==> config.mk <==
export PLATFORM = sky130hd
export DESIGN_NAME = slurm16_memory_arbiter_flat
export DESIGN_NICKNAME = d
export VERILOG_FILES = /design/src/rtl/slurm16_mem_pkg.sv /design/src/rtl/slurm16_memory_arbiter_if.sv /design/src/rtl/slurm16_rr_arbiter2.sv /design/src/rtl/slurm16_memory_arbiter.sv /design/src/flat_wrapper.sv
export SDC_FILE = /design/constraint.sdc
export NUM_CORES = 1
export LEC_CHECK = 0
export CAP_MARGIN = 10
export CORE_ASPECT_RATIO = 0.7
export CORE_MARGIN = 2
export CORE_UTILIZATION = 27
export CTS_BUF_LIST = sky130_fd_sc_hd__clkbuf_2
export CTS_CLUSTER_DIAMETER = 30
export CTS_CLUSTER_SIZE = 30
export DETAILED_ROUTE_END_ITERATION = 16
export GPL_TIMING_DRIVEN = 1
export PLACE_DENSITY = 0.83
export SETUP_SLACK_MARGIN = 0.5
export SYNTH_ARGS = -nofsm -noshare
export SYNTH_HDL_FRONTEND = slang
export SYNTH_SLANG_ARGS = --single-unit
==> constraint.sdc <==
create_clock -name CLK -period 2.3 [get_ports CLK]
set_input_delay 0.46 -clock CLK [delete_from_list [all_inputs] [get_ports CLK]]
set_output_delay 0.46 -clock CLK [all_outputs]
set_load 0.01 [all_outputs]
==> src/rtl/slurm16_mem_pkg.sv <==
// Shared encodings and default widths for the slurm16 memory arbiter.
package slurm16_mem_pkg;

  localparam int BITS_DEF         = 16;
  localparam int ADDRESS_BITS_DEF = 16;

  // Requester slots in eligibility / grant vectors.
  localparam int REQ_CPU = 0;
  localparam int REQ_DMA = 1;

  // Which requester owns the access currently in flight in the RAM.
  typedef enum logic [1:0] {
    GRANT_NONE = 2'd0,
    GRANT_CPU  = 2'd1,
    GRANT_DMA  = 2'd2
  } grant_t;

  // One-hot grant vector to owner encoding.
  function automatic grant_t onehot_to_grant(input logic [1:0] gnt);
    if (gnt[REQ_CPU])      return GRANT_CPU;
    else if (gnt[REQ_DMA]) return GRANT_DMA;
    else                   return GRANT_NONE;
  endfunction

endpackage

==> src/rtl/slurm16_memory_arbiter_if.sv <==
// Request/response bundle of one slurm16 memory requester.
interface slurm16_memory_arbiter_if #(
  parameter int BITS         = 16,
  parameter int ADDRESS_BITS = 16
);
  logic [ADDRESS_BITS-1:0] address;
  logic [BITS-1:0]         wdata;
  logic                    valid;
  logic                    wr;
  logic                    ready;
  logic [BITS-1:0]         rdata;

  modport master (output address, wdata, valid, wr, input  ready, rdata);
  modport slave  (input  address, wdata, valid, wr, output ready, rdata);
endinterface

==> src/rtl/slurm16_rr_arbiter2.sv <==
// Two-way round-robin pick: on a tie the requester not served last wins.
module slurm16_rr_arbiter2
  import slurm16_mem_pkg::*;
(
  input  logic [1:0] elig,
  input  grant_t     last_grant,
  output logic [1:0] gnt
);

  // Combinational one-hot grant from eligibility and last winner.
  always_comb begin
    gnt = 2'b00;
    case (elig)
      2'b01:   gnt = 2'b01;
      2'b10:   gnt = 2'b10;
      2'b11:   gnt = (last_grant == GRANT_CPU) ? 2'b10 : 2'b01;
      default: gnt = 2'b00;
    endcase
  end

endmodule

==> src/rtl/slurm16_memory_arbiter.sv <==
// CPU/DMA sharing one single-port synchronous RAM: one access per cycle,
// round-robin on contention, one-cycle ready pulse back to the winner.
module slurm16_memory_arbiter
  import slurm16_mem_pkg::*;
#(
  parameter int BITS         = BITS_DEF,
  parameter int ADDRESS_BITS = ADDRESS_BITS_DEF
) (
  input  logic                    CLK,
  input  logic                    RSTb,
  slurm16_memory_arbiter_if.slave cpu,
  slurm16_memory_arbiter_if.slave dma,
  output logic [ADDRESS_BITS-1:0] ram_address,
  output logic [BITS-1:0]         ram_wdata,
  output logic                    ram_en,
  output logic                    ram_wr,
  input  logic [BITS-1:0]         ram_rdata
);

  grant_t     issued;
  grant_t     last_grant;
  logic       cpu_ready_q;
  logic       dma_ready_q;
  logic [1:0] elig;
  logic [1:0] gnt;
  logic [1:0] gnt_q;

  // A requester whose access was issued last cycle is in its ready cycle
  // with valid still high; it must not be served twice.
  assign elig[REQ_CPU] = cpu.valid && (issued != GRANT_CPU);
  assign elig[REQ_DMA] = dma.valid && (issued != GRANT_DMA);

  slurm16_rr_arbiter2 u_rr (
    .elig       (elig),
    .last_grant (last_grant),
    .gnt        (gnt)
  );

  // No RAM access leaves the block while reset is asserted.
  assign gnt_q = gnt & {2{RSTb}};

  // Steer the winner onto the RAM port; all zero when idle.
  always_comb begin
    ram_en      = |gnt_q;
    ram_wr      = 1'b0;
    ram_address = '0;
    ram_wdata   = '0;
    if (gnt_q[REQ_CPU]) begin
      ram_wr      = cpu.wr;
      ram_address = cpu.address;
      ram_wdata   = cpu.wdata;
    end else if (gnt_q[REQ_DMA]) begin
      ram_wr      = dma.wr;
      ram_address = dma.address;
      ram_wdata   = dma.wdata;
    end
  end

  // Track the in-flight owner, the last winner and the ready pulses.
  always_ff @(posedge CLK or negedge RSTb) begin
    if (!RSTb) begin
      issued      <= GRANT_NONE;
      last_grant  <= GRANT_DMA;
      cpu_ready_q <= 1'b0;
      dma_ready_q <= 1'b0;
    end else begin
      issued      <= onehot_to_grant(gnt_q);
      cpu_ready_q <= gnt_q[REQ_CPU];
      dma_ready_q <= gnt_q[REQ_DMA];
      if (|gnt_q) last_grant <= onehot_to_grant(gnt_q);
    end
  end

  assign cpu.ready = cpu_ready_q;
  assign dma.ready = dma_ready_q;

  // Read data is shared; the ready pulse alone marks it as meaningful.
  assign cpu.rdata = ram_rdata;
  assign dma.rdata = ram_rdata;

endmodule

==> src/flat_wrapper.sv <==
// flat-port wrapper written by rule: the top's interface ports become plain ports
module slurm16_memory_arbiter_flat import slurm16_mem_pkg::*;
#(
  parameter int BITS         = BITS_DEF,
  parameter int ADDRESS_BITS = ADDRESS_BITS_DEF
)
  (CLK, RSTb, ram_address, ram_wdata, ram_en, ram_wr, ram_rdata, cpu_address, cpu_wdata, cpu_valid, cpu_wr, cpu_ready, cpu_rdata, dma_address, dma_wdata, dma_valid, dma_wr, dma_ready, dma_rdata);
  slurm16_memory_arbiter_if #(.BITS(BITS), .ADDRESS_BITS(ADDRESS_BITS)) cpu_i ();
  slurm16_memory_arbiter_if #(.BITS(BITS), .ADDRESS_BITS(ADDRESS_BITS)) dma_i ();
  input  logic CLK;
  input  logic RSTb;
  output logic [ADDRESS_BITS-1:0] ram_address;
  output logic [BITS-1:0] ram_wdata;
  output logic ram_en;
  output logic ram_wr;
  input  logic [BITS-1:0] ram_rdata;
  input wire logic [$bits(cpu_i.address)-1:0] cpu_address;
  input wire logic [$bits(cpu_i.wdata)-1:0] cpu_wdata;
  input wire logic [$bits(cpu_i.valid)-1:0] cpu_valid;
  input wire logic [$bits(cpu_i.wr)-1:0] cpu_wr;
  output wire logic [$bits(cpu_i.ready)-1:0] cpu_ready;
  output wire logic [$bits(cpu_i.rdata)-1:0] cpu_rdata;
  input wire logic [$bits(dma_i.address)-1:0] dma_address;
  input wire logic [$bits(dma_i.wdata)-1:0] dma_wdata;
  input wire logic [$bits(dma_i.valid)-1:0] dma_valid;
  input wire logic [$bits(dma_i.wr)-1:0] dma_wr;
  output wire logic [$bits(dma_i.ready)-1:0] dma_ready;
  output wire logic [$bits(dma_i.rdata)-1:0] dma_rdata;
  assign cpu_i.address = cpu_address;
  assign cpu_i.wdata = cpu_wdata;
  assign cpu_i.valid = cpu_valid;
  assign cpu_i.wr = cpu_wr;
  assign cpu_ready = cpu_i.ready;
  assign cpu_rdata = cpu_i.rdata;
  assign dma_i.address = dma_address;
  assign dma_i.wdata = dma_wdata;
  assign dma_i.valid = dma_valid;
  assign dma_i.wr = dma_wr;
  assign dma_ready = dma_i.ready;
  assign dma_rdata = dma_i.rdata;
  slurm16_memory_arbiter #(.BITS(BITS), .ADDRESS_BITS(ADDRESS_BITS)) u_core (.CLK(CLK), .RSTb(RSTb), .cpu(cpu_i), .dma(dma_i), .ram_address(ram_address), .ram_wdata(ram_wdata), .ram_en(ram_en), .ram_wr(ram_wr), .ram_rdata(ram_rdata));
endmodule
==> out/qor.yml <==
design_area_um2: 2341
die_x_um: 85.57
cts_tree: "done"
grt_usage_pct: 17.27
seqCellArea_um2: 127.6
critPathSlowestCell: "a311o_4"
grt_use_met2_pct: 30.58
antenna_found_initial: 0
cts_root_buf: "clkbuf_2"
slew_violations: 0
hpwl_um: 3212
start_util_pct: 28.55
core_area_um2: 4404
multiInputGateArea_um2: 839.6
relSlewSlack_pct: 79.19
synthTopCellsByCount: "nand2_1, buf_4, o22ai_2, clkbuf_1, dfrtp_1"
maxCapViolations: 0
cts_made_buffers: 3
port_buffers: 105
critPathArrivalTime_ps: 1760
syn_area_per_cell_um2: 7.354
routedWlPerCell_um: 15.11
synthTopCellsByArea: "o22ai_2, buf_4, nand2_1, dfrtp_1, buf_6"
use_met1_pct: 21.13
drive_gt1_share_pct: 42.15
synth_top_area_share_pct: 29.85
ir_drop_uv: 290.1
met3_usage_pct: 4.826
finish.utilization_pct: 53.15
overflow: 0
yosysSeqAreaShare_pct: 10.05
cts-htree-levels: 1
yosys.area.top_type: "o22ai_2"
ios: 154
clock_latency_ps: 240
crit_path_max_incr_delay_ps: 470
skew_ps: 12.56
fin_crit_sh_pct: 96.44
critical_path_class: "register to primary output"
placed_area_um2: 2202
yosys_most_used_dff: "dfrtp_1"
synth-edff-count: 0
synthCells: 171
synthDistinctLibCells: 23
cp_max_fo: 6
p_total_mw: 1.177
n_antenna_cell: 0
fillers: 431
gp_congestion: 0.8322
period_needed_ps: 2218
fp-row-count: 20
die_area_um2: 5228
leakage_nw: 1.033
cts.sinks: 5
path_cells: "nand2b_4, a311o_4, buf_12, o22ai_2, buf_2"
syn_to_final_growth_pct: 86.17
synth-seq-cells: 5
hold_slack_ps: 196.4
endpoint_kind: "primary output"
vias: 1489
outcome: "finished clean"
yosysMostFrequentCell: "nand2_1"
top_usage_layer: "met2"
cts_hold_buf: 0
dr.pass1.iters: 4
syn_area_um2: 1257
clk_pin_slew_ps: 80
finalNetCount: 348
cts_buffer_depth: 2
drtIter0Drc: 39
syn_nets: 257
setup-tns-final_ps: 0
start_kind: "register"
rsz0062_at_grt: "yes"
tightest_slew_ps: 311.4
fmax_ghz: 0.4508
grt_pass1_vias: 1404
ys.warnings.count: 0
hold_violations: 0
die_h_um: 61.10
ys_async_sr_fraction_pct: 100.0
wirelength_um: 4775
ant_nets: 0
grt_max_degree: 60
final.setup.worst_slack_ps: 81.90
dp_cells: 300
drc: 0
cp.required_ps: 1840
grt_pass1_wl_um: 6927
dp_worst_setup_slack_ps: -485.5
setup_viol: 0
routed_via_density: 4.712
final_cell_count_no_fill: 316
power_density_nw_per_um2: 502.8
hp-class: "input port to async pin"
state kept, by name, summed over array words and instances (netlist names):
| register | cells |
|---|---|
| u_core.last_grant | 2 |
| u_core.dma.ready | 1 |
| u_core.issued | 2 |
worst paths after layout:
check / startpoint / to / slack, ps / cells after the start
worst min register to register: u_core.last_grant[0] / u_core.last_grant[0] / 700 / 2
worst max-delay path: u_core.issued[1] / ram_wdata[13] / 80 / 5
worst min-delay path: RSTb / u_core.issued[1] / 200 / 2
max in group asynchronous: RSTb / u_core.last_grant[1] / 1840 / 2
worst max register to register: u_core.last_grant[1] / u_core.issued[0] / 850 / 6
min in group CLK: u_core.last_grant[0] / u_core.last_grant[0] / 700 / 2
power by group:
part,switching (mW),internal [mW],leakage [nW]
Sequential,0.0220,0.119,0.0606
Clock,0.0447,0.0393,0.0164
Combinational,0.403,0.549,0.956
repair_timing:
action                                  CTS  global route
setup buffers                             6             0
pin swaps                                11             1
cloned                                    5             1
resized for setup                       157             6
endpoints found under the setup margin   34            34
cell type report:
type                       count  share of cell area (%)
clock buffer                   3                  0.6414
clock inverter                 1                  0.2138
inverter                       2                  0.3207
multi-input combinational    118                   35.86
sequential                     5                   5.452
tap                           55                   2.940
timing repair buffer         132                   54.57
critical path, delay by kind of cell (launching register included):
| kind | cells | cell delay, ps |
|---|---|---|
| and+or+nand+nor | 1 | 150 |
| DFF | 1 | 400 |
| AOI/OAI and AO/OA | 2 | 630 |
| buffers and inverters | 2 | 340 |
cell usage in the layout, fill, tap and decap left out, types with 3 or more instances in the layout:
cell and n:
o22ai_2 32, buf_2 33, clkdlybuf4s50_1 68, buf_16 5, clkbuf_2 3, buf_6 7
nand2_1 68, buf_4 11, a21oi_1 3, dfrtp_1 3, buf_12 3
cells by family after synthesis:
| family | after synthesis | share of synthesized area, % |
|---|---|---|
| simple gates | 75 | 24.08 |
| buf+inv | 48 | 26.67 |
| compound gates | 43 | 39.20 |
| flops | 5 | 10.05 |
routing by layer:
layer  share of wire [%]  vias up  routed length [µm]
met1                  41      665                1966
li1                    -      734                   -
met5                   0        -                   0
met4                 1.1        0                  53
met3                 7.5        7                 360
met2                  50       83                2395
(Power assumes the default switching activity.)
